### src/rtl/range_summary.sv
// Post-run summary of the Collatz range RAM: scans every word for max, index of max and sum,
// then converts the max to packed BCD for the display driver.
module range_summary #(
  parameter int unsigned RAM_WORDS     = 16,
  parameter int unsigned RAM_ADDR_BITS = 4
) (
  input  logic                        clk,
  input  logic                        reset,
  input  logic                        range_done,
  input  logic [15:0]                 range_count,
  output logic [RAM_ADDR_BITS-1:0]    rd_addr,
  output logic [15:0]                 max_count,
  output logic [RAM_ADDR_BITS-1:0]    max_index,
  output logic [16+RAM_ADDR_BITS-1:0] sum,
  output logic [19:0]                 max_bcd,
  output logic                        busy,
  output logic                        valid
);

  localparam int unsigned CW     = 16;
  localparam int unsigned SW     = CW + RAM_ADDR_BITS;
  localparam int unsigned BW     = 20;
  localparam int unsigned DIGITS = BW / 4;
  localparam int unsigned BIT_W  = 4;
  localparam logic [RAM_ADDR_BITS-1:0] LAST_ADDR = RAM_ADDR_BITS'(RAM_WORDS - 1);
  localparam logic [BIT_W-1:0]         LAST_BIT  = BIT_W'(CW - 1);

  typedef enum logic [2:0] {
    S_IDLE,
    S_SCAN,
    S_DRAIN,
    S_CONV,
    S_HOLD
  } state_t;

  state_t state, state_nx;

  logic                     done_q;
  logic                     trigger_c;
  logic                     samp_vld;
  logic [RAM_ADDR_BITS-1:0] samp_addr;
  logic [CW-1:0]            max_r;
  logic [RAM_ADDR_BITS-1:0] idx_r;
  logic [SW-1:0]            acc_r;
  logic [BW-1:0]            bcd_r;
  logic [BW-1:0]            bcd_adj_c;
  logic [BW-1:0]            bcd_nx_c;
  logic [BIT_W-1:0]         bit_cnt;
  logic [BIT_W-1:0]         bit_sel_c;
  logic                     busy_nx_c;

  assign trigger_c = range_done & ~done_q;

  // State register
  always_ff @(posedge clk) begin
    if (reset) state <= S_IDLE;
    else       state <= state_nx;
  end

  // Next-state logic; losing range_done mid-run abandons the scan
  always_comb begin
    state_nx = state;
    case (state)
      S_IDLE:  if (trigger_c) state_nx = S_SCAN;
      S_SCAN: begin
        if (!range_done)              state_nx = S_IDLE;
        else if (rd_addr == LAST_ADDR) state_nx = S_DRAIN;
      end
      S_DRAIN: begin
        if (!range_done) state_nx = S_IDLE;
        else             state_nx = S_CONV;
      end
      S_CONV: begin
        if (!range_done)              state_nx = S_IDLE;
        else if (bit_cnt == LAST_BIT) state_nx = S_HOLD;
      end
      S_HOLD:  if (!range_done) state_nx = S_IDLE;
      default: state_nx = S_IDLE;
    endcase
  end

  assign busy_nx_c = (state_nx == S_SCAN) || (state_nx == S_DRAIN) || (state_nx == S_CONV);

  // One double-dabble step: add 3 to digits >= 5, then shift in the next max bit
  always_comb begin
    bcd_adj_c = bcd_r;
    for (int d = 0; d < int'(DIGITS); d++) begin
      if (bcd_adj_c[4*d +: 4] >= 4'd5) bcd_adj_c[4*d +: 4] = bcd_adj_c[4*d +: 4] + 4'd3;
    end
    bit_sel_c = LAST_BIT - bit_cnt;
    bcd_nx_c  = {bcd_adj_c[BW-2:0], max_r[bit_sel_c]};
  end

  // Datapath and registered outputs
  always_ff @(posedge clk) begin
    if (reset) begin
      done_q    <= 1'b0;
      samp_vld  <= 1'b0;
      samp_addr <= '0;
      rd_addr   <= '0;
      max_r     <= '0;
      idx_r     <= '0;
      acc_r     <= '0;
      bcd_r     <= '0;
      bit_cnt   <= '0;
      max_count <= '0;
      max_index <= '0;
      sum       <= '0;
      max_bcd   <= '0;
      busy      <= 1'b0;
      valid     <= 1'b0;
    end else begin
      done_q    <= range_done;
      busy      <= busy_nx_c;
      samp_vld  <= (state == S_SCAN);
      samp_addr <= rd_addr;

      if (state == S_SCAN && state_nx == S_SCAN) rd_addr <= rd_addr + 1'b1;
      else                                      rd_addr <= '0;

      // Returned word for the address presented one cycle earlier; ties keep the lower index
      if (samp_vld && (state == S_SCAN || state == S_DRAIN)) begin
        acc_r <= acc_r + SW'(range_count);
        if (range_count > max_r) begin
          max_r <= range_count;
          idx_r <= samp_addr;
        end
      end

      case (state)
        S_IDLE: begin
          if (trigger_c) begin
            max_r <= '0;
            idx_r <= '0;
            acc_r <= '0;
            valid <= 1'b0;
          end
        end
        S_DRAIN: begin
          bcd_r   <= '0;
          bit_cnt <= '0;
        end
        S_CONV: begin
          bcd_r   <= bcd_nx_c;
          bit_cnt <= bit_cnt + 1'b1;
          if (state_nx == S_HOLD) begin
            max_count <= max_r;
            max_index <= idx_r;
            sum       <= acc_r;
            max_bcd   <= bcd_nx_c;
            valid     <= 1'b1;
          end
        end
        S_HOLD: begin
          if (!range_done) valid <= 1'b0;
        end
        default: ;
      endcase
    end
  end

endmodule

### config.mk
export PLATFORM = sky130hd
export DESIGN_NAME = range_summary
export DESIGN_NICKNAME = d
export VERILOG_FILES = /design/src/rtl/range_summary.sv
export SDC_FILE = /design/constraint.sdc
export NUM_CORES = 1
export LEC_CHECK = 0
export ABC_AREA = 1
export ABC_CLOCK_PERIOD_IN_PS = 2140
export BUFFER_PORTS_ARGS = -buffer_cell sky130_fd_sc_hd__clkbuf_2
export CORE_UTILIZATION = 45
export DETAILED_ROUTE_END_ITERATION = 8
export SYNTH_ARGS = -nofsm -noshare
export SYNTH_HDL_FRONTEND = slang
export SYNTH_SLANG_ARGS = --single-unit
### constraint.sdc
create_clock -name clk -period 2.14 [get_ports clk]
set_input_delay 0.214 -clock clk [delete_from_list [all_inputs] [get_ports clk]]
set_output_delay 0.214 -clock clk [all_outputs]
set_load 0.01 [all_outputs]
==> Word-level counts from Yosys, hierarchy flattened <==
Cells that the tools add are included.
{ "classes": {"n_bitwise": 3, "addsub": 9, "n_shift": 0, "n_reduce_logical": 11, "order_cmp": 7, "n_mux": 32, "n_eq_ne": 13, "multipliers": 0, "n_div": 0} }
{ "ops": {"columns": ["cell", "n"], "rows": [
  ["$mux W16", 4],
  ["$mux W20", 3],
  ["$pmux W20 S2", 1],
  ["$mux W4", 8],
  ["$mux W3", 7],
  ["$add A20 B16 Y20", 1],
  ["$ge A4 B3 Y1 const B", 5],
  ["$add A4 B2 Y4 const B", 4],
  ["$gt A16 B16 Y1", 1],
  ["$pmux W3 S5", 1],
  ["$eq A3 B2 Y1 const B", 4],
  ["$add A4 B1 Y4 const B", 2],
  ["$eq A4 B4 Y1 const B", 2],
  ["$pmux W4 S2", 1],
  ["$eq A3 B1 Y1 const B", 2],
  ["$eq A3 B3 Y1 const B", 2],
  ["$ne A2 B2 Y1 const B", 3],
  ["$lt A4 B5 Y1 const B", 1],
  ["$bmux W1 S4", 1],
  ["$mux W1", 4],
  ["$reduce_and A4 Y1", 1],
  ["$sub A4 B4 Y4 const A", 1],
  ["$add A3 B2 Y3 const B", 1],
  ["$logic_not A3 Y1", 1],
  ["other kinds (10)", 14]
]} }
{ "totals": {"ff_bits": 139, "latch_bits": 0, "inputBits": 19, "memories": 0, "out_inout_bits": 66, "mem_bits_ro": 0, "ramBits": 0} }

==> Longest topological paths before layout <==
Gate-level depths: netlist of run 1.
{ "logic_depth": {"ltp_word": 8, "mapped_depth": 16, "depth_no_buf": 15} }

==> Worst setup path before layout of run 1 <==
Ideal clock, no wire load.
{ "synth_path": {"path_type": "reg2reg", "from": "register acc_r[0]", "to": "register acc_r[18]", "path_slack_ps": 496, "required_ps": 2025, "stages_incl_launch_ff": 11, "t_arrival_ps": 1529, "setup_time_ps": 115, "period_less_slack_ps": 1644, "path_cell_list": "dfxtp_1 -> ha_1 -> fa_1 -> nand2_1 -> a21oi_1 -> nand2_1 -> nand2_1 -> nand2_1 -> nand2_1 -> a21oi_1 -> nor2_1"} }
{ "synth_between": {"elab_chain_cells": 4} }
{ "synth_rtl": {"columns": ["element", "line_no", "source"], "rows": [
  ["from (decl)", "44", "logic [SW-1:0] acc_r;"],
  ["from (signal assigned)", "123", "acc_r <= acc_r + SW'(range_count);"],
  ["$add A20 B16 Y20 *", "123", null],
  ["$mux W20 *", "122", "if (samp_vld && (state == S_SCAN || state == S_DRAIN)) begin"],
  ["$mux W20", "132", "if (trigger_c) begin"],
  ["$mux W20 *", "130", "case (state)"]
]} }
Mark *: on every way between the ends. The rest lies on a longest branch, timed or not.
A chain may end at the register's enable or synchronous reset.

==> Worst setup path after layout of run 1 <==
{ "layout_path": {"from": "register max_r[14]", "to": "register max_r[0]"} }
{ "layout_between": {"elab_chain_cells": 5} }
{ "layout_rtl": {"columns": ["element", "line_no", "source"], "rows": [
  ["from (decl)", "42", "logic [CW-1:0] max_r;"],
  ["from (signal assigned)", "125", "max_r <= range_count;"],
  ["$gt A16 B16 Y1 *", "124", "if (range_count > max_r) begin"],
  ["$mux W16 *", "124", null],
  ["$mux W16 *", "122", null],
  ["$mux W16", "132", null],
  ["$mux W16 *", "130", null]
]} }
Marks and branches as above.

==> results of run 1 <==
==> path summary, 6_finish.rpt <==
path                   startpoint           end  slack [ns]  depth (start not counted)
setup / recovery        max_r[14]      max_r[0]        0.26                         12
hold / removal    range_count[15]     max_r[15]         0.1                          3
setup reg to reg        max_r[14]      max_r[0]        0.26                         12
hold reg to reg          idx_r[2]  max_index[2]        0.45                          2
==> metrics by stage <==
step                setup WS [ns]  power (mW)  hold WS, ns
global placement            0.130        2.93        0.442
detailed placement          0.118        2.93        0.447
global route               0.0467        6.04       0.0986
finish                      0.264        5.84       0.0991
floorplan                   0.496        2.83        0.349
CTS                        0.0942        5.87       0.0862
==> power groups by stage <==
| stage | Sequential [mW] | Combinational, mW | Clock, mW |
|---|---|---|---|
| 2_1_floorplan | 2.66 | 0.176 | 0 |
| 3_3_place_gp | 2.66 | 0.273 | 0 |
| 3_5_place_dp | 2.66 | 0.274 | 0 |
| 4_1_cts | 2.60 | 0.276 | 3.00 |
| 5_1_grt | 2.60 | 0.316 | 3.12 |
| 6_report | 2.60 | 0.278 | 2.96 |
==> metal layers <==
metal  vias up  GRT usage [%]  wire (µm)
met5         -              0          0
met3        15           4.92        778
met2       114           35.9       7780
met4         0           5.74        159
li1       3458              -          -
met1      2936           31.8       9120
==> final cells by class <==
cell class	count	share of cell area, %
Clock buffer	22	5.69
Multi-Input combinational cell	740	44.1
Inverter	118	5.31
Clock inverter	10	1.38
Sequential cell	139	33.4
Timing Repair Buffer	100	6.93
Tap cell	211	3.17
==> logic make-up after synthesis <==
group                      after synthesis  synth area share [%]
buffers and inverters                  159                  9.36
DFF                                    139                  39.1
adders and majority gates               45                  8.02
xor gates and xnor gates                 9                  1.11
AOI/OAI and AO/OA                      199                  14.5
and+or+nand+nor                        487                  27.9
==> Yosys cell counts, drive strengths merged <==
| library cell | count |
|---|---|
| nor4 | 1 |
| nor2 | 181 |
| fa | 1 |
| o21ai | 84 |
| nand2 | 245 |
| xor2 | 7 |
| nor3 | 5 |
| dfxtp | 139 |
| and2 | 2 |
| a31oi | 3 |
| xnor2 | 2 |
| nand3b | 6 |
| a21oi | 100 |
| or2 | 5 |
| a211oi | 1 |
| a21o | 3 |
| nand3 | 40 |
| inv | 118 |
| clkbuf | 16 |
| buf | 25 |
| nand4 | 2 |
| o211ai | 4 |
| o21a | 4 |
| ha | 44 |
==> repair_timing <==
item / in CTS / in global routing
setup endpoints to repair: 0 / 15
resized for setup: 0 / 4
setup buffers: 0 / 0
hold endpoints to repair: 0 / 0
==> worst max-delay path: cells and delay by family, from the launching register on <==
kind                     cells  cell delay [ns]
buffers and inverters        2             0.23
AND/OR/NAND/NOR              9             0.92
flip-flops                   1             0.35
adder cells (fa/ha/maj)      1             0.27
==> flip-flops by register name, indices dropped and copies added, names as in the netlist, 4 cells and up <==
signal     cells
acc_r         20
bcd_r         20
max_bcd       20
sum           20
max_count     16
max_r         16
bit_cnt        4
idx_r          4
max_index      4
rd_addr        4
samp_addr      4
==> impl_metrics.toml, run 1 <==
[clock_tree]
cts.htree.levels = 4
cts_root_buf = "clkbuf_16"
tritoncts_clock_tree = "yes"
cts_inserted_buffers = 17
ctsHoldBuffers = 0
clock_latency_on_the_worst_skew_pair_ns = 0.42
maximum_root_to_sink_buffer_count = 2
clk_pin_slew_worst_paths_ns = 0.06
cts_sinks = 139

[sta]
grt_setup_unrepaired = "false"
timing_worst_slew_pin_value_ns = 0.739
finalSetupViolations = 0
final_max_slew_viol_count = 0
finalWorstPathRequiredPeriod_ns = 1.88
final_hold_viol_count = 0
final.setup_skew_ns = 0.0112
final.period_utilization_pct = 87.7
timing.slew.headroom_pct = 50.7
fin_setup_tns_ns = 0
timing.fmax_ghz = 0.533

[final_layout]
final_util_pct = 54.4
final_nets = 1180
fillerInstances = 1567
multi_input_comb_area_um2 = 3680
finalInstanceArea_um2 = 8340
antenna-diode-count = 0
area_growth_from_synthesis_to_layout_pct = 17.2
most-common-layout-cells = "nand2_1, nor2_1, dfxtp_1"
layout_cell_share_with_drive_strength_beyond_1_pct = 13.7
final_common_cell = "nand2_1"
area_taken_by_flip_flops_and_latches_um2 = 2780
finish.cell_count_without_fillers = 1340

[floorplan]
dieArea_um2 = 16300
io_pins = 85
floorplan.die.width_um = 128
die-height_um = 128
initial_utilization_pct = 46.4
fp-row-count = 45
core_box_area_um2 = 15300

[synthesis]
proportion_of_netlist_area_held_by_the_largest_area_contributor_pct = 39.1
syn-cell-area_um2 = 7110
mappedNetlistNets = 1102
synth.avg_cell_area_um2 = 6.85
postSynthRegisterBits = 139
synth.yosys.seq_area_share_pct = 39.1
syn-instance-count = 1038
synthTopCellsByArea = "dfxtp_1, nand2_1, nor2_1"
yosys.area.top_type = "dfxtp_1"
synth_cell_type_count = 36
ys_warn_count = 0

[global_route]
number_of_antenna_violations_at_the_first_check_in_global_routing = 0
track_usage_pct = 22.8
grt_first_pass_wirelength_mm = 29.1
global_route_congestion_overflow_total = 0
via_count_of_the_first_global_routing_pass = 5826
pin_count_of_the_biggest_net_entering_global_routing = 57

[pwr]
power.combinational.fraction_pct = 4.8
power.leakage_nw = 4.14
switchingPower_mw = 1.35
pwr-share-clk_pct = 50.7
power-per-cell-area_nw_per_um2 = 701
peakVddDrop_mv = 0.572
netSwitchingFraction_pct = 23.1
power.sequential.fraction_pct = 44.6
internal-power_mw = 4.50

[worst_hold_path]
worstHoldPathType = "input port to flop"

[routing]
route.detailed.wl_per_inst_um = 13.3
postRouteWirelength_mm = 17.8
detail_route.drc_violations = 0
vias = 6523
ant_nets = 0
firstDrtPassIters = 5
detail_route.iter0.violations = 395
drt-vias-per-instance = 4.87

[setup_path]
crit_path_end_kind = "flop"
cp_slowest_stage_delay_ns = 0.35
crit_path_cell_trace = "inv_1 > ha_1 > nand2_1 > nor2_1 > nand2_1 > nor2_1 > nor2_4 > nand2_4 > buf_12 > nand2_1 > nand2_1 > nor2_1"
start_kind = "flop"
crit_path_frequent_cell = "nand2_1"
critPathMaxFanout = 20
timing.critical_path.required_ns = 2.46
slowest_stage = "dfxtp_1"
critPathArrivalTime_ns = 2.19
critical_path_class = "flop to flop"

[placed_design]
routabilityCongestion = 0.854
dp_cells = 1308
placed_cell_area_um2 = 7730
post-dp-hpwl_mm = 12.6
io_buffers = 84

[run]
cap_viol_max_count = 0

[status]
run_status = "finished, final reports clean"
(Power assumes the default switching activity.)
==> run 2, diff against run 1 <==
--- a/config.mk
+++ b/config.mk
@@ -6,10 +6,12 @@
 export NUM_CORES = 1
 export LEC_CHECK = 0
 export ABC_AREA = 1
-export ABC_CLOCK_PERIOD_IN_PS = 2140
+export ABC_CLOCK_PERIOD_IN_PS = 1700
 export BUFFER_PORTS_ARGS = -buffer_cell sky130_fd_sc_hd__clkbuf_2
 export CORE_UTILIZATION = 45
 export DETAILED_ROUTE_END_ITERATION = 8
+export PLACE_DENSITY = 0.67
+export SLEW_MARGIN = 20
 export SYNTH_ARGS = -nofsm -noshare
 export SYNTH_HDL_FRONTEND = slang
 export SYNTH_SLANG_ARGS = --single-unit
==> constraint.sdc (replaced) <==
create_clock -name clk -period 1.7 [get_ports clk]
set_input_delay 0.17 -clock clk [delete_from_list [all_inputs] [get_ports clk]]
set_output_delay 0.17 -clock clk [all_outputs]
set_load 0.01 [all_outputs]
==> run 2 against run 1 <==
Compared with the run above:
- count of clock-buffer cells in the layout decreased by 2
- critical endpoint is now max_r[2]
- setup slack got worse by 0.34 ns
- largest power group unchanged
- design area rose by 14%
- the run now ends with setup timing left
- die area is the same
==> impl_metrics.toml, run 2 (synthesis results as in run 1) <==
[routing]
detail_route.drc_violations = 0
vias = 6936
detail_route.iter0.violations = 488
ant_nets = 0
firstDrtPassIters = 7
drt-vias-per-instance = 4.98
postRouteWirelength_mm = 19.2
route.detailed.wl_per_inst_um = 13.8

[setup_path]
r2r_cells = 11
worstReg2RegEnd = "max_r[2]"
critical_path_class = "flop to flop"
critPathTopFamily = "compound AO/OA/AOI/OAI gates"
timing.critical_path.required_ns = 2.02
crit_buf_inv = 2
start_kind = "flop"
slowest_stage = "dfxtp_1"
critPathMaxFanout = 5
crit_path_cell_trace = "inv_1 > ha_4 > a21oi_2 > o21ai_0 > a21oi_2 > nand2_4 > nand2_8 > buf_12 > nand2_2 > nand2_1 > nor2_1"
rrSetupSlack_ns = -0.08
r2r-start = "max_r[11]"
critPathArrivalTime_ns = 2.10
cp_slowest_stage_delay_ns = 0.30
crit_path_frequent_cell = "a21oi_2"
crit_path_end_kind = "flop"

[global_route]
track_usage_pct = 22.4
pin_count_of_the_biggest_net_entering_global_routing = 50
grt_first_pass_wirelength_mm = 28.9
via_count_of_the_first_global_routing_pass = 6022
number_of_antenna_violations_at_the_first_check_in_global_routing = 0
global_route_congestion_overflow_total = 0

[clock_tree]
clk_pin_slew_worst_paths_ns = 0.06
ctsHoldBuffers = 0
cts_inserted_buffers = 17
tritoncts_clock_tree = "yes"
maximum_root_to_sink_buffer_count = 2
cts_sinks = 139
cts_root_buf = "clkbuf_16"
cts.htree.levels = 4
clock_latency_on_the_worst_skew_pair_ns = 0.43

[final_layout]
most-common-layout-cells = "nand2_1, nor2_1, dfxtp_1"
fillerInstances = 1351
area_growth_from_synthesis_to_layout_pct = 33.5
antenna-diode-count = 0
final_nets = 1234
layout_cell_share_with_drive_strength_beyond_1_pct = 28.3
final_common_cell = "nand2_1"
final_util_pct = 62.0
multi_input_comb_area_um2 = 4280
finish.cell_count_without_fillers = 1393
area_taken_by_flip_flops_and_latches_um2 = 2810

[worst_hold_path]
min_path_cells = 3
worstHoldPathType = "input port to flop"
hold_path.startpoint = "range_done"
hold_path_end = "state[2]"

[sta]
grt_setup_unrepaired = "true"
final_max_slew_viol_count = 0
finalSetupViolations = 20
timing.fmax_ghz = 0.562
timing_worst_slew_pin_value_ns = 0.508
final.period_utilization_pct = 105
timing.slew.headroom_pct = 65.8
final_hold_viol_count = 0
final.setup_skew_ns = 0.00577
finalWorstPathRequiredPeriod_ns = 1.78
setup_slack_ns = -0.0782

[pwr]
totalPowerFinal_mw = 7.51
power-per-cell-area_nw_per_um2 = 791
power.leakage_nw = 4.50
peakVddDrop_mv = 0.728

[floorplan]
core_box_area_um2 = 15300
die-height_um = 128
io_pins = 85
dieArea_um2 = 16300
fp-row-count = 45
floorplan.die.width_um = 128
initial_utilization_pct = 46.4

[status]
failed_checks = "setup timing"
run_status = "finished, violations left"

[placed_design]
routabilityCongestion = 0.881
post-dp-hpwl_mm = 12.6
io_buffers = 84
dp_cells = 1351

[run]
cap_viol_max_count = 0
## run 2: changes by cell type in the layout (fill, tap and decap cells not counted), moves of 9 or more
cell and delta:
dfxtp_2 +21, inv_1 -12, nor2_1 -14, a21oi_2 +10
inv_2 +11, buf_4 +45, nand2_4 +9, a21oi_1 -12
dfxtp_1 -21, ha_4 +25, nor2_2 +11, nand2_1 -39
nand2_2 +29, ha_1 -24
## run 2: per-stage QoR
step,TNS (ns),worst slack [ns],instance area [µm²],hold WS (ns)
floorplan,0,0.0556,7110,0.305
finish,-0.752,-0.0782,9490,0.0709
detailed placement,-0.385,-0.0828,8100,0.442
global placement,-0.267,-0.0851,8100,0.436
global route,-3.09,-0.216,9490,0.0845
CTS,0,0.00326,8770,0.0255
## run 2: tightest hold or removal path: cells and delay by family
kind                   cells  cell delay (ns)
AO/OA/AOI/OAI              1             0.06
AND/OR/NAND/NOR            1             0.10
buffers and inverters      1             0.12
## run 2: how the worst max path moves through the flow
stage                         from   endpoint  cells after the start
floorplan                 acc_r[0]  acc_r[18]                     10
global placement    range_count[0]  acc_r[18]                     11
detailed placement  range_count[0]  acc_r[16]                     12
CTS                     bit_cnt[0]     sum[0]                      7
global route             max_r[11]   max_r[2]                     11
finish                   max_r[11]   max_r[2]                     11
## run 2: power breakdown
group | switching (mW) | leakage [nW] | internal (mW)
clock | 1.41 | 0.290 | 2.33
combinational | 0.296 | 3.08 | 0.190
sequential | 0.00914 | 1.13 | 3.27
## run 2: layout make-up
type / instances / share of cell area [%]
clock buffers: 20 / 4.71
multi-input cells: 740 / 45.1
clock inverters: 11 / 1.52
well taps: 211 / 2.78
flip-flops and latches: 139 / 29.6
inverters: 118 / 4.69
repair buffers: 154 / 11.6
## run 2: metal layers
layer | routed length (µm) | GRT usage, % | up-vias | share of wire, %
li1 | - | - | 3573 | -
met2 | 8730 | 35.2 | 169 | 46
met5 | 0 | 0 | - | 0
met4 | 463 | 8.65 | 0 | 2.4
met1 | 9050 | 30.3 | 3159 | 47
met3 | 926 | 4.38 | 35 | 4.8
## run 2: repair_timing
action	CTS	global route
buffers inserted	1	7
cloned	1	2
resized for setup	11	146
setup endpoints to repair	15	71
pin swaps	1	36
==> run 3, diff against run 2 <==
--- a/config.mk
+++ b/config.mk
@@ -9,6 +9,7 @@
 export ABC_CLOCK_PERIOD_IN_PS = 1700
 export BUFFER_PORTS_ARGS = -buffer_cell sky130_fd_sc_hd__clkbuf_2
 export CORE_UTILIZATION = 45
+export CTS_BUF_LIST = sky130_fd_sc_hd__clkbuf_8
 export DETAILED_ROUTE_END_ITERATION = 8
 export PLACE_DENSITY = 0.67
 export SLEW_MARGIN = 20
==> run 3 against run 2 <==
Compared with the run above:
- the flow still finishes with violations (setup timing)
- design area is 1.9% lower
- via count is 1.8% lower
- count of clock-buffer cells in the layout is 2 lower
- sequential cell count stayed put
- clock power is 27% lower
- global-route usage is 0.17 points lower
- first-iteration DRC count is 9.8% lower
- highest routed layer unchanged
==> impl_metrics.toml, run 3 (synthesis results as in run 1) <==
[clock_tree]
clk_pin_slew_worst_paths_ns = 0.08
cts_root_buf = "clkbuf_8"
cts_inserted_buffers = 17
cts.htree.levels = 4
cts_sinks = 139
tritoncts_clock_tree = "yes"
clock_latency_on_the_worst_skew_pair_ns = 0.45
maximum_root_to_sink_buffer_count = 2

[sta]
holdWs_ns = 0.0423
final.setup_skew_ns = 0.00999
finalSetupViolations = 20
final_max_slew_viol_count = 0
timing.slew.headroom_pct = 72.8
finalWorstPathRequiredPeriod_ns = 1.83
timing.fmax_ghz = 0.548
grt_setup_unrepaired = "true"
setup_slack_ns = -0.126
final_hold_viol_count = 0
timing_worst_slew_pin_value_ns = 0.404
final.period_utilization_pct = 107

[floorplan]
die-height_um = 128
initial_utilization_pct = 46.4
io_pins = 85
core_box_area_um2 = 15300
dieArea_um2 = 16300
floorplan.die.width_um = 128
fp-row-count = 45

[pwr]
pwr-share-clk_pct = 42.2
switchingPower_mw = 1.57
totalPowerFinal_mw = 6.49
power.leakage_nw = 4.44
internal-power_mw = 4.92
netSwitchingFraction_pct = 24.2
power.sequential.fraction_pct = 50.5
power-per-cell-area_nw_per_um2 = 697
power.combinational.fraction_pct = 7.4
peakVddDrop_mv = 0.529

[setup_path]
crit_path_end_kind = "flop"
critPathArrivalTime_ns = 2.17
slowest_stage = "dfxtp_2"
start_kind = "flop"
critical_path_class = "flop to flop"
timing.critical_path.required_ns = 2.04
cp_slowest_stage_delay_ns = 0.35
crit_path_frequent_cell = "nor2_1"
critPathMaxFanout = 5
critPathTopFamily = "simple AND/OR/NAND/NOR gates"
crit_path_cell_trace = "inv_2 > ha_4 > nand2_4 > nor2_4 > nand4_1 > nor2_1 > nor2_2 > nand2_8 > clkbuf_16 > nand2_2 > nand2_1 > nor2_1"
crit_buf_inv = 2

[global_route]
number_of_antenna_violations_at_the_first_check_in_global_routing = 0
pin_count_of_the_biggest_net_entering_global_routing = 50
global_route_congestion_overflow_total = 0
track_usage_pct = 22.2
grtUsageMet3_pct = 3.92
gr-usage-met2_pct = 34.6
globalRoute.busiestLayer = "met2"
grt_first_pass_wirelength_mm = 28.7
via_count_of_the_first_global_routing_pass = 5950
globalRouteMet1Util_pct = 30.6

[final_layout]
final_common_cell = "nand2_1"
finalInstanceArea_um2 = 9310
layout_cell_share_with_drive_strength_beyond_1_pct = 28.4
final_util_pct = 60.8
antenna-diode-count = 0
area_growth_from_synthesis_to_layout_pct = 31.0
final_nets = 1236
most-common-layout-cells = "nand2_1, nor2_1, dfxtp_1"

[routing]
detail_route.drc_violations = 0
ant_nets = 0
detail_route.iter0.violations = 440
route.detailed.wl_per_inst_um = 13.3
postRouteWirelength_mm = 18.5
drt-vias-per-instance = 4.88
vias = 6813
firstDrtPassIters = 5

[placed_design]
post-dp-hpwl_mm = 12.6
routabilityCongestion = 0.881
placed_cell_area_um2 = 8100
io_buffers = 84

[status]
run_status = "finished, violations left"
failed_checks = "setup timing"

[run]
cap_viol_max_count = 0

[worst_hold_path]
worstHoldPathType = "input port to flop"
run 3: cell count changes in the layout (fill, tap and decap cells not counted), sizes merged:
cell,delta
clkbuf,-2
buf,+1
dlygate4sd3,+1
inv,+2
run 3: worst paths after layout:
kind / start / to / slack (ns) / cells after the start
hold / removal: range_done / state[2] / 0.04 / 3
setup reg to reg: max_r[7] / max_r[4] / -0.13 / 12
setup / recovery: max_r[7] / max_r[4] / -0.13 / 12
hold reg to reg: samp_addr[2] / idx_r[2] / 0.46 / 2
run 3: stage by stage:
stage	worst slack [ns]	std cells	TNS [ns]
final	-0.126	1395	-1.95
after global routing	-0.155	1395	-2.90
after CTS	-0.00382	1385	-0.00382
after detailed placement	-0.0828	1351	-0.385
after global placement	-0.0851	1351	-0.267
after floorplan	0.0556	1038	0
run 3: layout make-up:
cell class              instances  area [µm²]
clock buffers                  18         248
clock inverters                13         151
fillers                      1408        6000
inverters                     118         443
multi-input cells             740        4280
flip-flops and latches        139        2810
well taps                     211         264
repair buffers                156        1120
run 3: metal layers:
metal | routed length (µm) | vias up
met3 | 789 | 26
met4 | 355 | 0
met2 | 8330 | 139
met5 | 0 | -
li1 | - | 3582
met1 | 9070 | 3066
run 3: power groups by stage:
stage / Combinational (mW) / Sequential [mW] / Clock (mW)
floorplan: 0.221 / 3.35 / 0
global placement: 0.365 / 3.35 / 0
detailed placement: 0.365 / 3.35 / 0
CTS: 0.377 / 3.27 / 2.82
global route: 0.525 / 3.27 / 2.95
finish: 0.477 / 3.27 / 2.74
run 3: repair_timing:
item                                   in CTS  in global routing
pin swaps                                   6                 36
endpoints found under the hold margin       1                  0
hold buffers                                1                  0
setup endpoints to repair                  16                 70
gates resized for setup                    10                142
buffers inserted                            1                  8
gates cloned                                1                  2
run 3: worst register-to-register path, cell delays in order, from the launching register on:
cell,delay [ns]
dfxtp_2,0.35
inv_2,0.05
ha_4,0.27
nand2_4,0.06
nor2_4,0.11
nand4_1,0.15
nor2_1,0.19
nor2_2,0.10
nand2_8,0.13
clkbuf_16,0.17
nand2_2,0.04
nand2_1,0.05
nor2_1,0.04
